File: config.mk
export PLATFORM = sky130hd
export DESIGN_NAME = seq_generator_flat
export DESIGN_NICKNAME = d
export VERILOG_FILES = /design/src/rtl/seq_generator_if.sv /design/src/rtl/seq_generator.sv /design/src/flat_wrapper.sv
export SDC_FILE = /design/constraint.sdc
export NUM_CORES = 1
export LEC_CHECK = 0
export CORE_AREA = 2 2 53 55
export CTS_BUF_LIST = sky130_fd_sc_hd__clkbuf_4
export CTS_CLUSTER_DIAMETER = 100
export DETAILED_ROUTE_END_ITERATION = 8
export DIE_AREA = 0 0 55 57
export HOLD_SLACK_MARGIN = 0.05
export PLACE_DENSITY = 0.72
export RECOVER_POWER = 25
export SYNTH_ARGS = -nofsm -noshare
export SYNTH_HDL_FRONTEND = slang
export SYNTH_SLANG_ARGS = --single-unit
File: constraint.sdc
create_clock -name clk -period 2.9 [get_ports clk]
set_clock_uncertainty 0.1 [all_clocks]
set_input_delay 0.435 -clock clk [delete_from_list [all_inputs] [get_ports clk]]
set_output_delay 0.435 -clock clk [all_outputs]
set_load 0.03 [all_outputs]
File: src/rtl/seq_generator_if.sv
// Bundle of request and serial-output signals for seq_generator.
// The bench or host drives the request side; the generator drives the output side.
interface seq_generator_if #(
  parameter int PAT_W = 4,
  parameter int CNT_W = 4
);
  // Handshake: a request transfers on a rising clk edge where start_valid && start_ready.
  // start_ready is high only while the generator is idle. A request made while busy is
  // dropped, not queued. pattern, repeat_n and gap matter only on the transfer edge.
  logic             start_valid;
  logic             start_ready;
  logic [PAT_W-1:0] pattern;
  logic [CNT_W-1:0] repeat_n;
  logic [1:0]       gap;
  logic             out;
  logic             out_valid;
  logic             frame_start;
  logic             busy;
  logic             done;
  logic [1:0]       prs_st;

  modport master (
    output start_valid, pattern, repeat_n, gap,
    input  start_ready, out, out_valid, frame_start, busy, done, prs_st
  );

  modport slave (
    input  start_valid, pattern, repeat_n, gap,
    output start_ready, out, out_valid, frame_start, busy, done, prs_st
  );
endinterface

File: src/rtl/seq_generator.sv
// Serial frame generator: sends a captured pattern MSB-first, repeated with idle gaps.
// Define SEQ_GEN_PARITY_EN to append one even-parity bit to every frame.
module seq_generator #(
  parameter int PAT_W = 4,
  parameter int CNT_W = 4
) (
  input  logic             clk,
  input  logic             rst,
  seq_generator_if.slave   bus
);

  typedef enum logic [1:0] {
    IDLE = 2'd0,
    SEND = 2'd1,
    PAR  = 2'd2,
    GAP  = 2'd3
  } state_t;

  localparam int BW = (PAT_W > 1) ? $clog2(PAT_W) : 1;
  localparam logic [BW-1:0] LAST_BIT = BW'(PAT_W - 1);

  state_t           state, state_n, eof_state;
  logic [PAT_W-1:0] shreg;
  logic [PAT_W-1:0] pat_q;
  logic [1:0]       gap_q;
  logic [1:0]       gap_cnt;
  logic [CNT_W-1:0] rem;
  logic [BW-1:0]    bit_cnt;
  logic             done_r;
  logic             accept;
  logic             last_bit;
  logic             frame_end;
  logic             more;
`ifdef SEQ_GEN_PARITY_EN
  logic             par_q;
`endif

  assign accept   = bus.start_valid && (state == IDLE);
  assign last_bit = (state == SEND) && (bit_cnt == LAST_BIT);
  // rem is never 0 while busy, so anything other than 1 means another frame follows
  assign more     = (rem != CNT_W'(1));

`ifdef SEQ_GEN_PARITY_EN
  assign frame_end = (state == PAR);
`else
  assign frame_end = last_bit;
`endif

  always_comb begin
    eof_state = IDLE;
    if (more) eof_state = (gap_q != 2'd0) ? GAP : SEND;
  end

  always_ff @(posedge clk or posedge rst) begin
    if (rst) state <= IDLE;
    else     state <= state_n;
  end

  always_comb begin
    state_n = state;
    case (state)
      IDLE: if (bus.start_valid) state_n = SEND;
      SEND: begin
        if (last_bit) begin
`ifdef SEQ_GEN_PARITY_EN
          state_n = PAR;
`else
          state_n = eof_state;
`endif
        end
      end
`ifdef SEQ_GEN_PARITY_EN
      PAR:  state_n = eof_state;
`endif
      GAP:  if (gap_cnt == gap_q - 2'd1) state_n = SEND;
      default: state_n = IDLE;
    endcase
  end

  // Datapath; the end-of-frame reload is last so it overrides the final shift
  always_ff @(posedge clk or posedge rst) begin
    if (rst) begin
      shreg   <= '0;
      pat_q   <= '0;
      gap_q   <= '0;
      gap_cnt <= '0;
      rem     <= '0;
      bit_cnt <= '0;
      done_r  <= 1'b0;
`ifdef SEQ_GEN_PARITY_EN
      par_q   <= 1'b0;
`endif
    end else begin
      if (accept) begin
        shreg   <= bus.pattern;
        pat_q   <= bus.pattern;
        gap_q   <= bus.gap;
        rem     <= (bus.repeat_n == '0) ? CNT_W'(1) : bus.repeat_n;
        bit_cnt <= '0;
`ifdef SEQ_GEN_PARITY_EN
        par_q   <= ^bus.pattern;
`endif
      end
      if (state == SEND) begin
        shreg   <= shreg << 1;
        bit_cnt <= last_bit ? '0 : bit_cnt + BW'(1);
      end
      if (state == GAP) gap_cnt <= gap_cnt + 2'd1;
      if (frame_end && more) begin
        rem     <= rem - CNT_W'(1);
        shreg   <= pat_q;
        gap_cnt <= '0;
      end
      done_r <= frame_end && !more;
    end
  end

  always_comb begin
    bus.out = 1'b0;
    case (state)
      SEND:    bus.out = shreg[PAT_W-1];
`ifdef SEQ_GEN_PARITY_EN
      PAR:     bus.out = par_q;
`endif
      default: bus.out = 1'b0;
    endcase
    bus.out_valid   = (state == SEND) || (state == PAR);
    bus.frame_start = (state == SEND) && (bit_cnt == '0);
    bus.busy        = (state != IDLE);
    bus.start_ready = (state == IDLE);
    bus.done        = done_r;
    bus.prs_st      = state;
  end

endmodule

File: src/flat_wrapper.sv
// flat-port wrapper written by rule: the top's interface ports become plain ports
module seq_generator_flat 
#(
  parameter int PAT_W = 4,
  parameter int CNT_W = 4
)
  (clk, rst, bus_start_valid, bus_pattern, bus_repeat_n, bus_gap, bus_start_ready, bus_out, bus_out_valid, bus_frame_start, bus_busy, bus_done, bus_prs_st);
  seq_generator_if #(.PAT_W(PAT_W), .CNT_W(CNT_W)) bus_i ();
  input  logic clk;
  input  logic rst;
  input wire logic [$bits(bus_i.start_valid)-1:0] bus_start_valid;
  input wire logic [$bits(bus_i.pattern)-1:0] bus_pattern;
  input wire logic [$bits(bus_i.repeat_n)-1:0] bus_repeat_n;
  input wire logic [$bits(bus_i.gap)-1:0] bus_gap;
  output wire logic [$bits(bus_i.start_ready)-1:0] bus_start_ready;
  output wire logic [$bits(bus_i.out)-1:0] bus_out;
  output wire logic [$bits(bus_i.out_valid)-1:0] bus_out_valid;
  output wire logic [$bits(bus_i.frame_start)-1:0] bus_frame_start;
  output wire logic [$bits(bus_i.busy)-1:0] bus_busy;
  output wire logic [$bits(bus_i.done)-1:0] bus_done;
  output wire logic [$bits(bus_i.prs_st)-1:0] bus_prs_st;
  assign bus_i.start_valid = bus_start_valid;
  assign bus_i.pattern = bus_pattern;
  assign bus_i.repeat_n = bus_repeat_n;
  assign bus_i.gap = bus_gap;
  assign bus_start_ready = bus_i.start_ready;
  assign bus_out = bus_i.out;
  assign bus_out_valid = bus_i.out_valid;
  assign bus_frame_start = bus_i.frame_start;
  assign bus_busy = bus_i.busy;
  assign bus_done = bus_i.done;
  assign bus_prs_st = bus_i.prs_st;
  seq_generator #(.PAT_W(PAT_W), .CNT_W(CNT_W)) u_core (.clk(clk), .rst(rst), .bus(bus_i));
endmodule
# Yosys cells after proc, flatten, opt, wreduce, memory -nomap -nowiden

Cells that the tools add are included.

Word-level logic and storage cells: 56
Register bits after elaboration: 21
Bits of input ports: 13

Reductions and logical operators: 17
Add/sub/neg operators: 4
Eq/ne operators: 9
Multiplexer cells: 18

Operators with widths:

| operator                                                            | number |
|---|---|
| 4-bit two-way mux                                                   | 6 |
| 2-bit two-way mux                                                   | 10 |
| 2-bit nonzero test                                                  | 5 |
| 2-bit == test (second input constant)                               | 3 |
| 2-bit one-hot mux with 3 select lines                               | 1 |
| 1-bit logical AND                                                   | 5 |
| 2-bit by 1-bit adder with 2-bit output (second input constant)      | 2 |
| 2-bit zero test                                                     | 2 |
| 4-bit zero test                                                     | 1 |
| 2-bit by 1-bit != test with 1-bit output (second input constant)    | 2 |
| 4-bit by 1-bit != test with 1-bit output (second input constant)    | 1 |
| 4-bit by 1-bit subtractor with 4-bit output (second input constant) | 1 |
| 3-bit AND reduction                                                 | 1 |
| 3-bit nonzero test                                                  | 1 |
| 2-bit by 1-bit == test with 1-bit output (second input constant)    | 1 |
| 2-bit == test                                                       | 1 |
| 2-bit != test (second input constant)                               | 1 |
| 2-bit by 1-bit subtractor with 2-bit output (second input constant) | 1 |
| 1-bit zero test                                                     | 1 |
| 1-bit logical OR                                                    | 1 |
| 1-bit two-way mux                                                   | 1 |

# Depth between registers and ports, before layout

Depth after elaboration: 5
Gate-level depth with buffers: 7
Gate-level depth less buffers: 6

# Worst setup path after synthesis

No wires, ideal clock.

Kind: reg2reg
From: register u_core.state[1], in the netlist u_core.bus.prs_st[1]
To: register u_core.state[0], in the netlist u_core.bus.prs_st[0]
Arrival: 1,965 ps
Required time: 2,675 ps
Setup slack: 710 ps
Buffers on the path: 0
Cell stages (with the launch flop): 6
Path through: dfrtp_1 inv_1 ha_1 inv_1 o221ai_1 mux2_2

Elaborated cells between the ends (all ways): 9
Those cells by class: 5 x eq/ne; 1 x mux; 3 x reduce/logical

RTL lines:

| item                          | RTL line            | RTL |
|---|---|---|
| from (decl)                   | seq_generator.sv:22 | `state_t state, state_n, eof_state;` |
| from (signal assigned)        | seq_generator.sv:56 | `else state <= state_n;` |
| 2-bit zero test *             | -                   |  |
| net bus_start_ready           | flat_wrapper.sv:15  | `output wire logic [$bits(bus_i.start_ready)-1:0] bus_start_ready;` |
| 2-bit != test (no line)       | -                   |  |
| 3-bit AND reduction (no line) | -                   |  |

Mark *: on every way through the listed nets, which the timed path passes. The rest lies on a longest branch.
A chain may end at the register's enable or synchronous reset.

# Worst setup path in the final report

From: register u_core.state[1], in the netlist u_core.bus.prs_st[1]
To: output bus_frame_start

Longest elaborated chain between the ends: 2

RTL lines:

| item                                     | RTL line             | RTL |
|---|---|---|
| 2-bit by 1-bit == test with 1-bit output | seq_generator.sv:128 | `bus.frame_start = (state == SEND) && (bit_cnt == '0);` |
| 1-bit logical AND                        | seq_generator.sv:128 |  |
| to (decl)                                | flat_wrapper.sv:18   | `output wire logic [$bits(bus_i.frame_start)-1:0] bus_frame_start;` |

Every way passes these cells.

==> flow_summary.ini <==
[drt]
drc = 0
wl_um = 2271
wire_per_inst_um = 13.52
vias = 911
drt_iter0_markers = 26
viasPerCell = 5.423
drtPass1Iterations = 4
drtAntennaViolNets = 0

[place]
place_congestion = 0.8079
dp_hpwl_um = 1709
portBuffers = 20
placedInstanceArea_mm2 = 0.001389
post-place-ws_ns = 0.6196

[clock_network]
path_clk_slew_ns = 0.12
clock_latency_ns = 0.30
cts_setup_buffers = 0
cts_max_level = 1
cts_made_buffers = 3
cts-resized-gates = 0
clockRootBuffer = clkbuf_4
cts_sinks = 21
clock_path_buffers = 2
cts_tree = yes
cts_hold_buf = 0

[yosys]
synthCells = 117
synth_compound_area_frac = 0.09779
synth_top_family_by_area = simple AND/OR/NAND/NOR gates
synth_mux_area_frac = 0.08412
synth_top_area_frac = 0.4416
yosysUniqueCellTypes = 30
syn_area_mm2 = 0.001190
synthTopCellsByArea = dfrtp_1 (44%), ha_1 (9.5%), mux2_2 (7.6%)
syn_nets = 139
synth-simple-area-share = 0.1809
ys_seq_area_frac = 0.4416
synthAdderAreaFrac = 0.09464
synth_area_leader_cell = dfrtp_1
synthXorXnorAreaFrac = 0.02944
synth_area_per_cell_um2 = 10.17
ys_seq_elements = 21
yosysWarnings = 0

[die]
fp.dieW_um = 55
dieArea_mm2 = 0.003135
core-area_mm2 = 0.002615
dieHeight_um = 57
fp-row-count = 19
start_util = 0.4550
io_pins = 21

[sta]
tns_ns = 0
max_freq_mhz = 381.9
rsz0062_at_grt = no
fin_crit_sh = 0.9029
relSlewSlack = 0.4729
drv_slew = 0
min_period_ns = 2.618
setup_slack_ns = 0.2815
tightest_slew_ns = 0.7898
finalHoldViolations = 0
setup_viol = 0

[cells_and_area]
utilization = 0.5416
area_growth_syn_to_layout_pct = 19.03
drive_gt1_frac = 0.1168
stdcell_area_mm2 = 0.001416
layout.nets = 160
insertedDiodeCount = 0

[hold_path]
hp-class = reg -> reg

[critical_path]
crit_arrival_ns = 2.08
cp_max_fo = 12
path_class = reg -> out
startpoint_type = flip-flop
required_ns = 2.37
worstSetupEndpointType = output pin

[power_and_ir_drop]
leakage_nw = 0.6397
p_per_area_mw_per_mm2 = 1098
max-vdd-ir-drop_mv = 0.7525

[global_route]
first_global_vias = 886
grtUsageTotal = 0.1748
overflow = 0
grt_pass1_wl_um = 3960
grt_max_degree = 22
antenna_found_initial = 0

[run_status]
status = finished, final reports clean

[run]
max_cap_viol_count = 0
-- sequential cells by signal (all words and copies together) (netlist names) --
register,cells
u_core.shreg,4
u_core.bus.prs_st,2
u_core.pat_q,4
u_core.gap_cnt,2
u_core.rem,4
u_core.bit_cnt,2
u_core.gap_q,2
u_core.bus.done,1
-- per-stage QoR --
| step | total power [mW] | hold slack, ns | cells |
|---|---|---|---|
| after detailed placement | 1.421 | 0.3688 | 164 |
| after CTS | 1.572 | 0.3978 | 168 |
| after global routing | 1.700 | 0.4330 | 168 |
| final | 1.555 | 0.3895 | 168 |
| after global placement | 1.388 | 0.3539 | 164 |
| after floorplan | 1.204 | 0.3115 | 117 |
-- area by class of cell --
class	count	area, µm²
clock inverter	1	5.005
sequential	21	525.5
timing repair buffer	20	200.2
multi-input combinational	80	579.3
fill	256	1199
clock buffer	3	22.52
inverter	12	45.04
tap	31	38.79
-- logic make-up after synthesis --
group / after synthesis
compound gates: 17
xor+xnor: 4
flops: 21
fa+ha+maj: 9
mux: 9
buf+inv: 16
simple gates: 41
-- Yosys cell counts --
cell        n
or3b_4      1
dfrtp_1    21
o211ai_1    1
nand2_1    11
xnor2_1     3
mux2_2      8
a22oi_1     1
nor2b_4     1
a21oi_1     2
o221ai_1    1
nor2_1      8
clkbuf_8    1
nand4_1     4
a31o_2      1
a211oi_1    3
buf_1       1
buf_6       2
nand3b_1    2
inv_1      12
nand3_1     6
o31ai_1     3
nor3_1      2
ha_1        9
and2_2      1
mux2i_1     1
o21ai_0     4
and2_1      3
o2111ai_1   1
or3_1       2
xor2_1      1
-- report_power, final --
part	switching [mW]	internal (mW)
clock	0.0922	0.0515
sequential	0.104	0.435
combinational	0.467	0.405
-- metal layers --
metal  track usage  wire length, µm  share of wire
met2        0.2772             1104           0.49
met1        0.2350             1049           0.46
met3       0.03403               91          0.040
met4       0.06272               25          0.011
met5             0                0              0
-- placed cells by master, fill, tap and decap left out, drive strengths merged, types with 4 or more instances in the layout --
cell	synthesis	final
nand2	11	11
nand3	6	6
and2	4	4
o21ai	4	4
nor2	8	8
clkdlybuf4s50	0	19
mux2	8	8
nand4	4	4
dfrtp	21	21
inv	12	12
ha	9	9
-- final timing paths --
check                                                       from  slack, ns  cells after the start                               end
max in group asynchronous                                    rst       1.61                      2       u_core.gap_q[1]$_DFFE_PP0P_
worst max-delay path            u_core.bus.prs_st[1]$_DFFE_PP0P_       0.28                      4                   bus_frame_start
min in group asynchronous                                    rst       0.59                      2       u_core.pat_q[0]$_DFFE_PP0P_
worst min-delay path                 u_core.shreg[3]$_DFFE_PP0P_       0.39                      2       u_core.shreg[3]$_DFFE_PP0P_
worst max register to register  u_core.bus.prs_st[1]$_DFFE_PP0P_       0.83                      5  u_core.bus.prs_st[0]$_DFFE_PP0P_
worst min register to register       u_core.shreg[3]$_DFFE_PP0P_       0.39                      2       u_core.shreg[3]$_DFFE_PP0P_
-- critical path, stage by stage, from the launching register on --
cell and delay, ns:
dfrtp_1 0.44, inv_1 0.11, ha_1 0.38, and2_1 0.18, clkdlybuf4s50_1 0.66
Power figures use the tool's default switching activity.
